**config.mk**
```make
export PLATFORM = sky130hd
export DESIGN_NAME = hid_cmd_sequencer
export DESIGN_NICKNAME = d
export VERILOG_FILES = /design/src/rtl/hid_cmd_sequencer.sv
export SDC_FILE = /design/constraint.sdc
export NUM_CORES = 1
export LEC_CHECK = 0
export ABC_AREA = 1
export BUFFER_PORTS_ARGS = -buffer_cell sky130_fd_sc_hd__clkbuf_2
export CAP_MARGIN = 20
export CORE_UTILIZATION = 35
export DETAILED_ROUTE_END_ITERATION = 8
export GPL_TIMING_DRIVEN = 0
export PLACE_DENSITY = 0.55
export SYNTH_ARGS = -nofsm -noshare
export SYNTH_HDL_FRONTEND = slang
export SYNTH_SLANG_ARGS = --single-unit
```
**constraint.sdc**
```tcl
create_clock -name clk -period 4 [get_ports clk]
set_input_delay 0.8 -clock clk [delete_from_list [all_inputs] [get_ports clk]]
set_output_delay 0.8 -clock clk [all_outputs]
set_load 0.1 [all_outputs]
```
**src/rtl/hid_cmd_sequencer.sv**
```systemverilog
// rtl/hid_cmd_sequencer.sv - decodes UART text lines into framebuffer pixel writes, cursor moves and status bytes
// Optional: define HID_CMD_ECHO_EN to follow the status byte with the latched opcode byte.
module hid_cmd_sequencer #(
  parameter int WIDTH  = 64,
  parameter int HEIGHT = 64,
  parameter int XW     = 6,
  parameter int YW     = 6,
  parameter int CW     = 4
) (
  input  logic          clk,
  input  logic          rst,
  input  logic          line_ready,
  input  logic [127:0]  line,
  output logic          busy,
  output logic          px_valid,
  input  logic          px_ready,
  output logic [XW-1:0] px_x,
  output logic [YW-1:0] px_y,
  output logic [CW-1:0] px_color,
  output logic [XW-1:0] cur_x,
  output logic [YW-1:0] cur_y,
  output logic          tx_valid,
  input  logic          tx_ready,
  output logic [7:0]    tx_data,
  output logic [7:0]    drop_cnt
);

  typedef enum logic [2:0] {
    S_IDLE, S_DECODE, S_PIXEL, S_CLEAR, S_RESP
`ifdef HID_CMD_ECHO_EN
    , S_ECHO
`endif
  } state_t;

  typedef enum logic [1:0] {A_ERR, A_PIXEL, A_CLEAR, A_MOVE} act_t;

  localparam logic [7:0] OP_P = 8'h50;
  localparam logic [7:0] OP_C = 8'h43;
  localparam logic [7:0] OP_M = 8'h4D;
  localparam logic [7:0] OP_D = 8'h44;

  state_t state, state_n;
  act_t   act;

  // Only bytes 0..5 can ever carry fields; the rest of the line is never looked at.
  logic [47:0] line_q;
  logic        unused_tail;
  assign unused_tail = ^line[127:48];

  function automatic logic [4:0] hex_digit(input logic [7:0] c);
    if (c >= 8'h30 && c <= 8'h39) return {1'b1, c[3:0]};
    if ((c >= 8'h41 && c <= 8'h46) || (c >= 8'h61 && c <= 8'h66)) return {1'b1, c[3:0] + 4'd9};
    return 5'b0;
  endfunction

  logic [4:0]    d1, d2, d3, d4, d5;
  logic [7:0]    fx, fy;
  logic          xy_ok;
  logic [XW-1:0] dec_x;
  logic [YW-1:0] dec_y;
  logic [3:0]    dec_c;
  logic          last_px;

  assign d1 = hex_digit(line_q[15:8]);
  assign d2 = hex_digit(line_q[23:16]);
  assign d3 = hex_digit(line_q[31:24]);
  assign d4 = hex_digit(line_q[39:32]);
  assign d5 = hex_digit(line_q[47:40]);
  assign fx = {d1[3:0], d2[3:0]};
  assign fy = {d3[3:0], d4[3:0]};
  assign xy_ok = d1[4] && d2[4] && d3[4] && d4[4] && (32'(fx) < WIDTH) && (32'(fy) < HEIGHT);
  assign last_px = (px_x == XW'(WIDTH - 1)) && (px_y == YW'(HEIGHT - 1));

  always_comb begin
    act   = A_ERR;
    dec_x = fx[XW-1:0];
    dec_y = fy[YW-1:0];
    dec_c = 4'd0;
    case (line_q[7:0])
      OP_P: if (xy_ok && d5[4] && (32'(d5[3:0]) < (1 << CW))) begin
        act   = A_PIXEL;
        dec_c = d5[3:0];
      end
      OP_C: if (d1[4] && (32'(d1[3:0]) < (1 << CW))) begin
        act   = A_CLEAR;
        dec_c = d1[3:0];
      end
      OP_M: if (xy_ok) act = A_MOVE;
      OP_D: if (d2[4] && (32'(d2[3:0]) < (1 << CW))) begin
        act   = A_PIXEL;
        dec_x = cur_x;
        dec_y = cur_y;
        dec_c = d2[3:0];
      end
      default: act = A_ERR;
    endcase
  end

  always_ff @(posedge clk or posedge rst) begin
    if (rst) state <= S_IDLE;
    else     state <= state_n;
  end

  always_comb begin
    state_n  = state;
    busy     = (state != S_IDLE);
    px_valid = 1'b0;
    tx_valid = 1'b0;
    case (state)
      S_IDLE:   if (line_ready) state_n = S_DECODE;
      S_DECODE: begin
        case (act)
          A_PIXEL: state_n = S_PIXEL;
          A_CLEAR: state_n = S_CLEAR;
          default: state_n = S_RESP;
        endcase
      end
      S_PIXEL: begin
        px_valid = 1'b1;
        if (px_ready) state_n = S_RESP;
      end
      S_CLEAR: begin
        px_valid = 1'b1;
        if (px_ready && last_px) state_n = S_RESP;
      end
      S_RESP: begin
        tx_valid = 1'b1;
`ifdef HID_CMD_ECHO_EN
        if (tx_ready) state_n = S_ECHO;
`else
        if (tx_ready) state_n = S_IDLE;
`endif
      end
`ifdef HID_CMD_ECHO_EN
      S_ECHO: begin
        tx_valid = 1'b1;
        if (tx_ready) state_n = S_IDLE;
      end
`endif
      default: state_n = S_IDLE;
    endcase
  end

  always_ff @(posedge clk or posedge rst) begin
    if (rst) begin
      line_q   <= '0;
      px_x     <= '0;
      px_y     <= '0;
      px_color <= '0;
      cur_x    <= '0;
      cur_y    <= '0;
      tx_data  <= '0;
      drop_cnt <= '0;
    end else begin
      if (state == S_IDLE && line_ready) line_q <= line[47:0];
      if (state != S_IDLE && line_ready && drop_cnt != 8'hFF) drop_cnt <= drop_cnt + 8'd1;
      case (state)
        S_DECODE: begin
          tx_data <= (act == A_ERR) ? 8'h45 : 8'h4B;
          case (act)
            A_PIXEL: begin
              px_x     <= dec_x;
              px_y     <= dec_y;
              px_color <= dec_c[CW-1:0];
            end
            A_CLEAR: begin
              px_x     <= '0;
              px_y     <= '0;
              px_color <= dec_c[CW-1:0];
            end
            A_MOVE: begin
              cur_x <= fx[XW-1:0];
              cur_y <= fy[YW-1:0];
            end
            default: ;
          endcase
        end
        // Raster scan, x fastest; the counters double as the write address.
        S_CLEAR: if (px_ready) begin
          if (px_x == XW'(WIDTH - 1)) begin
            px_x <= '0;
            px_y <= px_y + 1'b1;
          end else begin
            px_x <= px_x + 1'b1;
          end
        end
`ifdef HID_CMD_ECHO_EN
        S_RESP: if (tx_ready) tx_data <= line_q[7:0];
`endif
        default: ;
      endcase
    end
  end

endmodule

```
### After elaboration in Yosys (flattened, before gate mapping)

Index checks and enable logic that the tools add are counted.

* flip-flop bits (word level): 95
* output and inout port bits: 47
* word-level logic and storage cells: 177
* input bits: 133

* add/subtract/negate cells: 8
* reduce and logical (&&, ||, !) cells: 42
* multiplexer cells: 65
* magnitude comparators: 32
* eq/ne operators: 21

Operators by type and width (count)
* two-way mux 5 bit: 20
* greater-or-equal comparator 8 x 7 -> 1 bit, second input constant: 10
* <= comparator 8 x 7 -> 1 bit, second input constant: 10
* two-way mux 6 bit: 8
* case mux 6 bit (2 select lines): 4
* greater-or-equal comparator 8 x 6 -> 1 bit, second input constant: 5
* <= comparator 8 x 6 -> 1 bit, second input constant: 5
* equality test 8 x 7 -> 1 bit, second input constant: 4
* logical AND 1 bit: 26
* adder 4 bit, second input constant: 5
* two-way mux 1 bit: 19
* less-than comparator 8 x 7 -> 1 bit, second input constant: 2
* two-way mux 4 bit: 4
* case mux 3 bit (5 select lines): 1
* adder 6 x 1 -> 6 bit, second input constant: 2
* equality test 6 bit, second input constant: 2
* two-way mux 3 bit: 4
* != test 2 bit, second input constant: 6
* case mux 4 bit (3 select lines): 1
* adder 8 x 1 -> 8 bit, second input constant: 1
* != test 8 bit, second input constant: 1
* case mux 2 bit (4 select lines): 1
* AND reduction 4 bit: 2
* equality test 3 x 2 -> 1 bit, second input constant: 2
* other kinds (15): 23

### Logic depth before layout (Yosys ltp)

* depth in word-level cells: 18
* gate-level depth with buffers: 20
* depth with buffers taken out: 20

### Worst setup path before layout

No wires, ideal clock.

* path type: register -> output
* start point: reg state[2]
* end point: out tx_valid
* data required time: 3.200 ns
* data arrival time: 2.586 ns
* stages on the path, launching flop included: 3
* setup slack: 0.614 ns
* cell sequence: dfrtp_1 > inv_1 > nor3_1

* cells in the longest elaborated chain, start to end: 2

RTL lines
* from (decl): line 42 `state_t state, state_n;`
* from (signal assigned): line 101 `else state <= state_n;`
* equality test 3 bit: line 109 `case (state)`
* two-way mux 1 bit: line 109
* to (decl): line 22 `output logic tx_valid,`

Every way passes these cells.

### Final worst setup path

* start point: reg line_q[8]
* end point: reg px_y[4]

* cells in the longest elaborated chain, start to end: 18

RTL lines
* from (decl): line 46 `logic [47:0] line_q;`
* from (signal assigned): line 155 `if (state == S_IDLE && line_ready) line_q <= line[47:0];`
* greater-or-equal comparator 8 x 7 -> 1 bit / <= comparator 8 x 7 -> 1 bit (equally long branches): line 52 `if ((c >= 8'h41 && c <= 8'h46) || (c >= 8'h61 && c <= 8'h66)) return {1'b1, c[3:0] + 4'd9};`
* logical AND 1 bit: line 52
* logical OR 1 bit: line 52
* two-way mux 1 bit (2 in series): line 52
* two-way mux 5 bit: line 53 `return 5'b0;`
* two-way mux 5 bit (*): line 52
* branches (longest 7 deep; another with less-than comparator 8 x 7 -> 1 bit)
* case mux 2 bit (4 select lines) (*): line 79 `case (line_q[7:0])`
* equality test 2 bit / equality test 2 x 1 -> 1 bit (equally long branches): line 160 `case (act)`
* case mux 6 bit (2 select lines) / != test 3 bit (equally long branches)
* case mux 6 bit (2 select lines) / AND reduction 4 bit (equally long branches)
* to (signal assigned): line 163 `px_y <= dec_y;`
* to (signal assigned): line 182 `px_y <= px_y + 1'b1;`
* to (decl): line 18 `output logic [YW-1:0] px_y,`

Mark *: on every way between the ends. The select of a mux whose other input is x is not followed.
A chain may end at the register's enable or synchronous reset.

==> impl_metrics.json <==
{
  "crit_type": "register to register",
  "ir_worst_vdd_uv": 245,
  "cts_buffers": 9,
  "crit_arrival_ps": 3270,
  "outcome": "finished clean",
  "drcViolationCount": 0,
  "clock_latency_ps": 350,
  "power_density_nw_per_um2": 618,
  "grt_pass1_wl_um": 20400,
  "htree_levels": 3,
  "cts-resized-gates": 0,
  "yosys_warnings": 0,
  "critPathLaunchType": "register",
  "via_count": 4413,
  "grt_pass1_vias": 4132,
  "cts_buffer_depth": 2,
  "slew_headroom_pct": 63.0,
  "fin_crit_ps": 3050,
  "root_buffer": "clkbuf_16",
  "hold_path.class": "input pin to asynchronous set/reset pin",
  "wl_met3_um": 551,
  "drt_iter0_drc": 250,
  "synth_area_um2": 5210,
  "hpwl_um": 9690,
  "gr-total-overflow": 0,
  "hold_viol": 0,
  "fin_worst_skew_ps": 7.10,
  "routed.top_layer": "met4",
  "post-cts-setup-buffers": 0,
  "port_buffers": 96,
  "final_cell_mix": "nor2_1, nand2_1, clkbuf_2",
  "drive_gt1_share_pct": 24.7,
  "rsz0062_at_grt": "no",
  "clk_pin_slew_ps": 60,
  "p_leak_uw": 0.00324,
  "finalNonFillerCells": 936,
  "synth-edff-count": 0,
  "grt_max_degree": 65,
  "diodes": 0,
  "final_antenna_net_count": 0,
  "finalSetupViolations": 0,
  "io-pin-count": 180,
  "core_area_um2": 14500,
  "die_w_um": 124,
  "postSynthAreaPerCell_um2": 8.17,
  "wl_per_cell_um": 13.3,
  "syn_inst": 638,
  "netlist.area_leader.share_pct": 43.2,
  "gpl.final_weighted_congestion": 0.867,
  "synthTopCellsByArea": "dfrtp_1, nor2_1, nand2_1",
  "synth_top_area_cell": "dfrtp_1",
  "die_area_um2": 15400,
  "seq_area_frac_synth_pct": 43.2,
  "cp_max_fo": 9,
  "initial_core_util_pct": 35.8,
  "rows": 44,
  "maxSlewViolCount": 0,
  "nets": 902,
  "synth_cell_types": 47,
  "cap_viol_max_count": 0,
  "layout.cells.most_common": "nor2_1",
  "antenna_found_initial": 0,
  "synthArstFlopShare_pct": 100,
  "die_y_um": 124,
  "numClockSinks": 90,
  "synth-seq-cells": 90,
  "tns_ps": 0,
  "worst_pin_slew_ps": 558,
  "tritoncts": "done",
  "wl_met2_um": 5820,
  "dp.cells": 921,
  "drt-met1-wl_um": 5880,
  "wirelength_um": 12500,
  "fin_crit_sh_pct": 76.1,
  "cp.required_ps": 4230,
  "synthToLayoutAreaGrowth_pct": 19.9,
  "endpoint_kind": "register",
  "grt_usage_pct": 17.4,
  "synth-main-ff-cell": "dfrtp_1",
  "max_freq_mhz": 328,
  "drt_first_pass_iters": 4,
  "fillers": 1512,
  "vias_per_cell": 4.71,
  "hold_buffers": 0
}
## per-stage QoR
stage                     utilization [%]  setup slack (ps)  instance area (µm²)  hold WS (ps)  power (µW)
after detailed placement             41.0              1010                 5960           474        3030
after global routing                 43.0               684                 6250           454        4160
after CTS                            43.0               969                 6250           431        3900
final                                43.0               955                 6250           421        3860
after global placement               40.8              -360                 5930           472        2970
after floorplan                         -               614                 5220           480        2680
## cells in the mapped netlist (2+ instances only)
| master | n |
|---|---|
| nand3_2 | 2 |
| ha_1 | 21 |
| dfrtp_1 | 90 |
| xnor2_1 | 4 |
| buf_6 | 2 |
| nand3_1 | 32 |
| nand2_2 | 8 |
| or2_2 | 2 |
| a21oi_1 | 63 |
| o21ai_1 | 2 |
| a31oi_1 | 2 |
| o21ai_2 | 4 |
| o21ai_0 | 25 |
| inv_1 | 67 |
| o211ai_1 | 7 |
| inv_2 | 9 |
| buf_2 | 7 |
| nand4_1 | 9 |
| nand2_4 | 3 |
| nor2_1 | 107 |
| buf_4 | 6 |
| xor2_1 | 16 |
| nor3_2 | 2 |
| nor3_1 | 7 |
| nand2_1 | 101 |
| clkbuf_1 | 3 |
| mux2_2 | 17 |
## where the power goes
group          leakage [µW]  internal [µW]  switching, µW  total (µW)
Sequential          0.00103           1190            248        1440
Combinational       0.00207            506           1080        1580
Clock              0.000136            499            345         843
## layout make-up
type / instances / area [µm²] / share of cell area, %
plain buffers: 19 / 121 / 1.94
clock buffers: 13 / 250 / 4.01
clock inverters: 2 / 37.5 / 0.601
inverters: 78 / 299 / 4.79
multi-input cells: 453 / 2550 / 40.8
flip-flops and latches: 90 / 2250 / 36.1
well taps: 184 / 230 / 3.69
repair buffers: 97 / 508 / 8.13
## critical path, cell delays in order, from the launching register on
cell and delay (ps):
dfrtp_1 430, inv_1 90, ha_1 220, nor2_1 150
o21ai_1 80, nand2_1 150, nand2_1 90, xor2_1 140
nor2_1 160, nand4_1 120, nand3_1 140, inv_1 80
ha_1 340, nand2_4 110, nand2_8 110, inv_4 60
nor2_8 150, inv_2 80, a21oi_1 120, a21oi_1 80
## sequential cells by signal (all words and copies together) (netlist names)
name / flops
line_q: 48
drop_cnt: 8
state: 3
px_x: 6
px_y: 6
tx_data: 3
cur_x: 6
px_color: 4
cur_y: 6
## routing by layer
layer  vias up  GRT usage, %
li1       2275             -
met1      2038          23.3
met2        89          27.7
met3        11          3.02
met4         0          7.14
met5         -             0
## cells by family (layout without fill, tap and decap cells)
| family | Yosys count | count (layout) | share of synthesized area [%] |
|---|---|---|---|
| AND/OR/NAND/NOR | 281 | 281 | 24.5 |
| AO/OA/AOI/OAI | 111 | 111 | 12.1 |
| buffers and inverters | 97 | 209 | 8.02 |
| flip-flops | 90 | 90 | 43.2 |
| adder cells (fa/ha/maj) | 21 | 21 | 5.04 |
| XOR/XNOR | 20 | 20 | 3.36 |
| multiplexers | 17 | 17 | 3.67 |
| other | 1 | 3 | 0.0720 |
## path summary, 6_finish.rpt
| kind | start | end | slack (ps) | depth (start not counted) |
|---|---|---|---|---|
| min in group clk | px_color[1] | px_color[1] | 490 | 2 |
| hold reg to reg | px_color[1] | px_color[1] | 490 | 2 |
| hold / removal | rst | drop_cnt[6] | 420 | 2 |
| setup / recovery | line_q[8] | px_y[4] | 950 | 19 |
| setup reg to reg | line_q[8] | px_y[4] | 950 | 19 |
| max in group asynchronous | rst | cur_y[4] | 2930 | 3 |
Power figures use the tool's default switching activity.
